`config.mk`:
```
export PLATFORM = sky130hd
export DESIGN_NAME = alu_execute_unit_flat
export DESIGN_NICKNAME = d
export VERILOG_FILES = /design/src/rtl/alu_execute_if.sv /design/src/rtl/alu_execute_unit.sv /design/src/flat_wrapper.sv
export SDC_FILE = /design/constraint.sdc
export NUM_CORES = 1
export LEC_CHECK = 0
export CORE_ASPECT_RATIO = 0.7
export CORE_MARGIN = 1.5
export CORE_UTILIZATION = 30
export DETAILED_ROUTE_END_ITERATION = 12
export PLACE_DENSITY = 0.54
export SLEW_MARGIN = 20
export SYNTH_ARGS = -nofsm -noshare
export SYNTH_HDL_FRONTEND = slang
export SYNTH_SLANG_ARGS = --single-unit
```
`constraint.sdc`:
```
create_clock -name CLK -period 12.4 [get_ports CLK]
set_input_delay 2.48 -clock CLK [delete_from_list [all_inputs] [get_ports CLK]]
set_output_delay 2.48 -clock CLK [all_outputs]
set_load 0.01 [all_outputs]
```
`src/rtl/alu_execute_if.sv`:
```
// alu_execute_if: operand, control and result bundle of the execute stage
interface alu_execute_if #(parameter int WIDTH = 16);
  logic             en;
  logic [3:0]       Op;
  logic [2:0]       func;
  logic [WIDTH-1:0] bus_a;
  logic [WIDTH-1:0] bus_b;
  logic [WIDTH-1:0] ext_imm;
  logic             alu_src;
  logic             for_op;
  logic [WIDTH-1:0] pc;
  logic [WIDTH-1:0] next_pc;
  logic [2:0]       alu_op;
  logic [WIDTH-1:0] alu_y;
  logic             zero;
  logic [WIDTH-1:0] alu_y_q;
  logic             zero_q;
  modport master (
    output en, Op, func, bus_a, bus_b, ext_imm, alu_src, for_op, pc,
    input  next_pc, alu_op, alu_y, zero, alu_y_q, zero_q
  );
  modport slave (
    input  en, Op, func, bus_a, bus_b, ext_imm, alu_src, for_op, pc,
    output next_pc, alu_op, alu_y, zero, alu_y_q, zero_q
  );
endinterface

```
`src/rtl/alu_execute_unit.sv`:
```
// alu_execute_unit: opcode decode, ALU, PC incrementer and EX/MEM result register
module alu_execute_unit #(parameter int WIDTH = 16) (
  input logic          CLK,
  input logic          RST,
  alu_execute_if.slave io
);
  logic [WIDTH-1:0] op1, op2;
  logic [2:0]       alu_op;
  logic [WIDTH-1:0] alu_y;
  always_comb begin
    case (io.Op)
      4'b0000: alu_op = (io.func == 3'b111) ? 3'b001 : io.func;
      4'b0001: alu_op = 3'b000;
      4'b0101,
      4'b0110: alu_op = 3'b010;
      4'b1000: alu_op = 3'b111;
      default: alu_op = 3'b001;
    endcase
  end
  assign op1 = io.for_op ? '1 : io.bus_a;
  assign op2 = io.alu_src ? io.ext_imm : io.bus_b;
  always_comb begin
    case (alu_op)
      3'b000:  alu_y = op1 & op2;
      3'b001:  alu_y = op1 + op2;
      3'b010:  alu_y = op1 - op2;
      3'b011:  alu_y = op1 << op2[3:0];
      3'b100:  alu_y = op1 >> op2[3:0];
      3'b101:  alu_y = op1 | op2;
      3'b110:  alu_y = {{(WIDTH-1){1'b0}}, $signed(op1) < $signed(op2)};
      default: alu_y = op2;
    endcase
  end
  assign io.alu_op  = alu_op;
  assign io.alu_y   = alu_y;
  assign io.zero    = (alu_y == '0);
  assign io.next_pc = io.pc + 1'b1;
  logic [WIDTH-1:0] y_q;
  logic             z_q;
  always_ff @(posedge CLK) begin
    if (RST) begin
      y_q <= '0;
      z_q <= 1'b0;
    end else if (io.en) begin
      y_q <= alu_y;
      z_q <= (alu_y == '0);
    end
  end
  assign io.alu_y_q = y_q;
  assign io.zero_q  = z_q;
endmodule

```
`src/flat_wrapper.sv`:
```
// flat-port wrapper written by rule: the top's interface ports become plain ports
module alu_execute_unit_flat 
#(parameter int WIDTH = 16)
  (CLK, RST, io_en, io_Op, io_func, io_bus_a, io_bus_b, io_ext_imm, io_alu_src, io_for_op, io_pc, io_next_pc, io_alu_op, io_alu_y, io_zero, io_alu_y_q, io_zero_q);
  alu_execute_if #(.WIDTH(WIDTH)) io_i ();
  input logic CLK;
  input logic RST;
  input wire logic [$bits(io_i.en)-1:0] io_en;
  input wire logic [$bits(io_i.Op)-1:0] io_Op;
  input wire logic [$bits(io_i.func)-1:0] io_func;
  input wire logic [$bits(io_i.bus_a)-1:0] io_bus_a;
  input wire logic [$bits(io_i.bus_b)-1:0] io_bus_b;
  input wire logic [$bits(io_i.ext_imm)-1:0] io_ext_imm;
  input wire logic [$bits(io_i.alu_src)-1:0] io_alu_src;
  input wire logic [$bits(io_i.for_op)-1:0] io_for_op;
  input wire logic [$bits(io_i.pc)-1:0] io_pc;
  output wire logic [$bits(io_i.next_pc)-1:0] io_next_pc;
  output wire logic [$bits(io_i.alu_op)-1:0] io_alu_op;
  output wire logic [$bits(io_i.alu_y)-1:0] io_alu_y;
  output wire logic [$bits(io_i.zero)-1:0] io_zero;
  output wire logic [$bits(io_i.alu_y_q)-1:0] io_alu_y_q;
  output wire logic [$bits(io_i.zero_q)-1:0] io_zero_q;
  assign io_i.en = io_en;
  assign io_i.Op = io_Op;
  assign io_i.func = io_func;
  assign io_i.bus_a = io_bus_a;
  assign io_i.bus_b = io_bus_b;
  assign io_i.ext_imm = io_ext_imm;
  assign io_i.alu_src = io_alu_src;
  assign io_i.for_op = io_for_op;
  assign io_i.pc = io_pc;
  assign io_next_pc = io_i.next_pc;
  assign io_alu_op = io_i.alu_op;
  assign io_alu_y = io_i.alu_y;
  assign io_zero = io_i.zero;
  assign io_alu_y_q = io_i.alu_y_q;
  assign io_zero_q = io_i.zero_q;
  alu_execute_unit #(.WIDTH(WIDTH)) u_core (.CLK(CLK), .RST(RST), .io(io_i));
endmodule
```
# After elaboration in Yosys (flattened, before gate mapping)
# Index checks and enable logic that the tools add are counted.
[totals] register_bits=17 inputBits=76 output_inout_bits=53 word_cells=30
[classes] addsub=3 magnitude_cmp=1 n_eq_ne=11 shifts=2 muxes=5 n_bitwise=2 reduce_logical=4
[op_table] operator="one-hot mux 16 bit (7 select lines)" n=1
[op_table] operator="two-way mux 16 bit" n=2
[op_table] operator="adder 16 x 1 -> 16 bit, second input constant" n=1
[op_table] operator="adder 16 bit" n=1
[op_table] operator="bitwise AND 16 bit" n=1
[op_table] operator="zero test 16 bit" n=1
[op_table] operator="less-than comparator 16 bit" n=1
[op_table] operator="bitwise OR 16 bit" n=1
[op_table] operator="<< shifter 16 x 4 -> 16 bit" n=1
[op_table] operator="right shift 16 x 4 -> 16 bit" n=1
[op_table] operator="subtractor 16 bit" n=1
[op_table] operator="equality test 3 bit, second input constant" n=4
[op_table] operator="one-hot mux 3 bit (4 select lines)" n=1
[op_table] operator="equality test 4 x 3 -> 1 bit, second input constant" n=2
[op_table] operator="equality test 3 x 2 -> 1 bit, second input constant" n=2
[op_table] operator="equality test 4 x 1 -> 1 bit, second input constant" n=1
[op_table] operator="equality test 4 bit, second input constant" n=1
[op_table] operator="zero test 4 bit" n=1
[op_table] operator="equality test 3 x 1 -> 1 bit, second input constant" n=1
[op_table] operator="zero test 3 bit" n=1
[op_table] operator="two-way mux 3 bit" n=1
[op_table] operator="OR reduction 2 bit" n=1

# Longest topological paths before layout
[depth] word_depth=6 depth_mapped=16 depth_no_buf=14

# Worst setup path before layout
# Ideal clock, no wire load.
[synth_path] path_type="in2out" startpoint="input port io_alu_src" endpoint="output port io_zero" t_arrival_ps=5757 required_ps=9920 slack_ps=4163 path_stages=16 n_path_buf=4 cell_sequence="buf_4 mux2i_2 buf_2 buf_2 ha_1 clkbuf_1 nor2b_1 o31a_1 o41ai_1 xnor2_1 nor2_1 a211oi_1 a22oi_1 nor4_1 nand2_1 nor2_1"
[synth_via] elab_chain_len=4 elab_cells_between_ends=10 classes_between="2 x add/sub; 1 x order compare; 2 x shift; 2 x mux; 2 x bitwise; 1 x reduce/logical"
[synth_rtl] item="start, declared" line_no="flat_wrapper.sv:14" source="input wire logic [$bits(io_i.alu_src)-1:0] io_alu_src;"
[synth_rtl] item="two-way mux 16 bit *" line_no="alu_execute_unit.sv:21" source="assign op2 = io.alu_src ? io.ext_imm : io.bus_b;"
[synth_rtl] item="subtractor 16 bit, or another cell as far along" line_no="alu_execute_unit.sv:26" source="3'b010: alu_y = op1 - op2;"
[synth_rtl] item="one-hot mux 16 bit (7 select lines) *" line_no="alu_execute_unit.sv:23" source="case (alu_op)"
[synth_rtl] item="via io_alu_y[8]" line_no="flat_wrapper.sv:19" source="output wire logic [$bits(io_i.alu_y)-1:0] io_alu_y;"
[synth_rtl] item="zero test 16 bit *" line_no="alu_execute_unit.sv:36" source="assign io.zero = (alu_y == '0);"
[synth_rtl] item="end, declared" line_no="flat_wrapper.sv:20" source="output wire logic [$bits(io_i.zero)-1:0] io_zero;"
# The timed path passes the listed nets; every way through them passes the cells marked *.

# Worst setup path in the final report
[layout_path] startpoint="input port io_alu_src" endpoint="output port io_zero"
[layout_via] elab_chain_len=4 elab_cells_between_ends=10 classes_between="2 x add/sub; 1 x order compare; 2 x shift; 2 x mux; 2 x bitwise; 1 x reduce/logical"
[layout_rtl] item="two-way mux 16 bit *" line_no="alu_execute_unit.sv:21"
[layout_rtl] item="subtractor 16 bit, or another cell as far along" line_no="alu_execute_unit.sv:26"
[layout_rtl] item="one-hot mux 16 bit (7 select lines) *" line_no="alu_execute_unit.sv:23"
[layout_rtl] item="zero test 16 bit *" line_no="alu_execute_unit.sv:36"
# Every way passes the cells marked *; elsewhere a longest branch is shown, timed or not.

==> results.md <==
- Clock Path Buffers: 2
- RSZ-0062 raised after global routing: false
- Asr flop ratio synth: 0%
- P per Cell Area: 71.87 mW/mm^2
- Top cells by area, synth: ha_1, mux2i_1, dfxtp_1
- Root buffer cell: clkbuf_16
- Final Hold Fails: 0
- Leakage: 2.801 nW
- Worst EP required: 9.92 ns
- Layout cell share with drive strength beyond 1: under 10%
- Num rows: 40
- N_diodes: 0
- Max Clk Rate: 95.73 MHz
- Final Worst Setup Slack: 1.954 ns
- Post-CTS setup buffers: 0
- CTS tree: yes
- Via count: 6290
- RD Place Congestion: 1.010
- Synth Flop Type: dfxtp_1
- Antenna viol nets, final: 0
- Post-DR wirelength/cell: 20.80 um
- Sink Count: 17
- # DRC: 0
- Slew headroom: between 30% and 40%
- Hold path cells: 2
- Critical setup path kind: in2out
- Port buffer count: 128
- Final wirelength: 22650 um
- Post-Syn Area: 0.005401 mm^2
- VDD IR-drop max: approximately 54 uV
- Pin count of the biggest net entering global routing: 37
- CP Max Fanout: 34
- Reg2Reg Depth: 2
- Die ar.: 0.01883 mm^2
- GRT overflow: 0
- Die width: 163.4 um
- Clock slew at reported path FFs: 0.05 ns
- Final instance area: 0.006969 mm^2
- DR iter-0 viols: 640
- Number of nets in the layout: 992
- Area Growth Syn to Fin: 29.02%
- Crit. End Element: output pin
- Slowest-stage cell, CP: a221oi_1
- Total iterations of the first detailed-routing run: 5
- Initial antenna violation count: 0
- Setup TNS: 0 ns
- Io pins: about 130
- Die Y: 115.3 um
- Cts hold-fix bufs: 0
- DP Wirelength: 18430 um
- Slew Viols, Final: 0
- Yosys top cell area share: 12.74%
- Distinct cell type count of the synthesized netlist: 88
- Register area share after synthesis: 6.301%
- Worst skew pair latency: 0.25 ns
- Starting Density: 31.10%
- Number of synthesized flops with an enable pin: 0
- Minimum period implied by the final worst setup slack: 10.45 ns
- Post-CTS Resized: 0
- CTS buffer count: 3
- Avg Inst Size Synth: 7.173 um^2
- Clock skew: 0 ns
- Gr usage total: 23.77%
- Critical Path Start Type: primary input
- Max-cap violations: 0
- Placed instance area: 0.006884 mm^2
- Crit-path max cell delay: 0.82 ns
- Post-Synthesis Cells: 753
- Commonest non-fill, non-tap cell in the layout: clkdlybuf4s50_1
- Number of vias per cell: 5.776
- HP Class: reg2reg
- Critical path arrival: 7.97 ns
- Seq cells post-synth: 17
- Period Utilization, post-route: between 80% and 90%
- First-pass GRT wire length: 34500 um
- Post-Place Setup Slack: 2.011 ns
- Syn Nets: 886
- Number of H-tree levels: 1
- Most used cell, CP: buf_4
- Outcome: finished, final reports clean
- Most frequent cells in the layout: clkdlybuf4s50_1, nor2_1, nand2_1
- Core area: 0.01737 mm^2
- Final setup violating endpoints: 0
- Worst-margin pin slew: 1.019 ns
- Vias in the first global route: 5667
- CP Cell Sequence: clkdlybuf4s50_1 > buf_4 > mux2i_4 > buf_4 > inv_2 > buf_4 > ha_1 > o311ai_1 > a21oi_1 > a221oi_1 > o21ai_0 > xor2_1 > o221a_2 > a21oi_1 > or2_2 > nor2_1 > clkdlybuf4s50_1
- Yosys top cell by area: ha_1
- Warning count from the yosys run: 0
[registers in the layout (all words and copies together), names as in the netlist]
name and cells:
u_core.io.zero_q 1, u_core.io.alu_y_q 16
[synthesized netlist by cell type, types with 5 or more instances]
cell type  count
nor2_1        82
nand2_1       63
ha_1          55
a21oi_1       53
inv_1         51
mux2i_1       39
o21ai_0       35
nand3_1       27
xnor2_1       20
clkbuf_1      19
a211oi_1      18
dfxtp_1       17
o211ai_1      15
buf_2         13
mux2_2        13
nor3_1        13
nand2b_1      11
and3_1         8
nor2b_1        8
nor4_1         8
a21o_1         7
a221oi_1       7
mux4_2         7
nand4_1        7
o21a_1         7
o22ai_1        7
or2_2          7
a22oi_1        6
a31oi_1        6
buf_1          6
xor2_1         5
[layout make-up]
class	instances	area [um^2]
clock inverters	1	5.005
multi-input cells	638	4656
inverters	56	212.7
clock buffers	3	75.07
flip-flops and latches	17	340.3
well taps	231	289.0
repair buffers	143	1391
fillers	1813	10400
[metrics by stage]
stage | util [%] | hold slack [ns] | power [mW] | instances
after floorplan | - | 0.5050 | 0.2835 | 753
after global placement | 39.64 | 0.4759 | 0.4328 | 1084
after global routing | 40.13 | 0.4994 | 0.5350 | 1089
final | 40.13 | 0.4854 | 0.5009 | 1089
after CTS | 40.10 | 0.4868 | 0.4958 | 1088
after detailed placement | 39.64 | 0.4786 | 0.4282 | 1084
[routing by layer]
metal,up-vias,wire [um],track usage (%)
met2,347,8655,32.37
li1,2998,-,-
met4,0,311,3.792
met1,2924,11040,36.98
met3,21,2648,5.988
met5,-,0,0
[power by group]
group	switching, mW	total (mW)	internal (mW)
registers	0.00287	0.0638	0.0609
logic	0.210	0.372	0.162
clock network	0.0219	0.0651	0.0432
total	0.235	0.501	0.266
[worst paths after layout]
kind	slack (ns)	end	startpoint
worst min-delay path	0.49	u_core.io.alu_y_q[6]$_SDFFE_PP0P_	u_core.io.alu_y_q[6]$_SDFFE_PP0P_
worst max-delay path	1.95	io_zero	io_alu_src
worst min register to register	0.49	u_core.io.alu_y_q[6]$_SDFFE_PP0P_	u_core.io.alu_y_q[6]$_SDFFE_PP0P_
worst max register to register	11.73	u_core.io.alu_y_q[3]$_SDFFE_PP0P_	u_core.io.alu_y_q[3]$_SDFFE_PP0P_
[critical path: cells and delay by family]
family,cells,cell delay (ns)
compound gates,6,2.02
fa+ha+maj,1,0.27
xor+xnor,1,0.18
simple gates,2,0.45
mux,1,0.26
buf+inv,6,2.27
[cells by family after synthesis]
| kind of cell | after synthesis | synth area share (%) |
|---|---|---|
| fa+ha+maj | 57 | 13.48 |
| simple gates | 254 | 22.59 |
| xor+xnor | 25 | 4.054 |
| compound gates | 236 | 31.09 |
| mux | 66 | 14.82 |
| flops | 17 | 6.301 |
| buf+inv | 98 | 7.667 |
No activity file was read; power rests on OpenSTA's default activity.
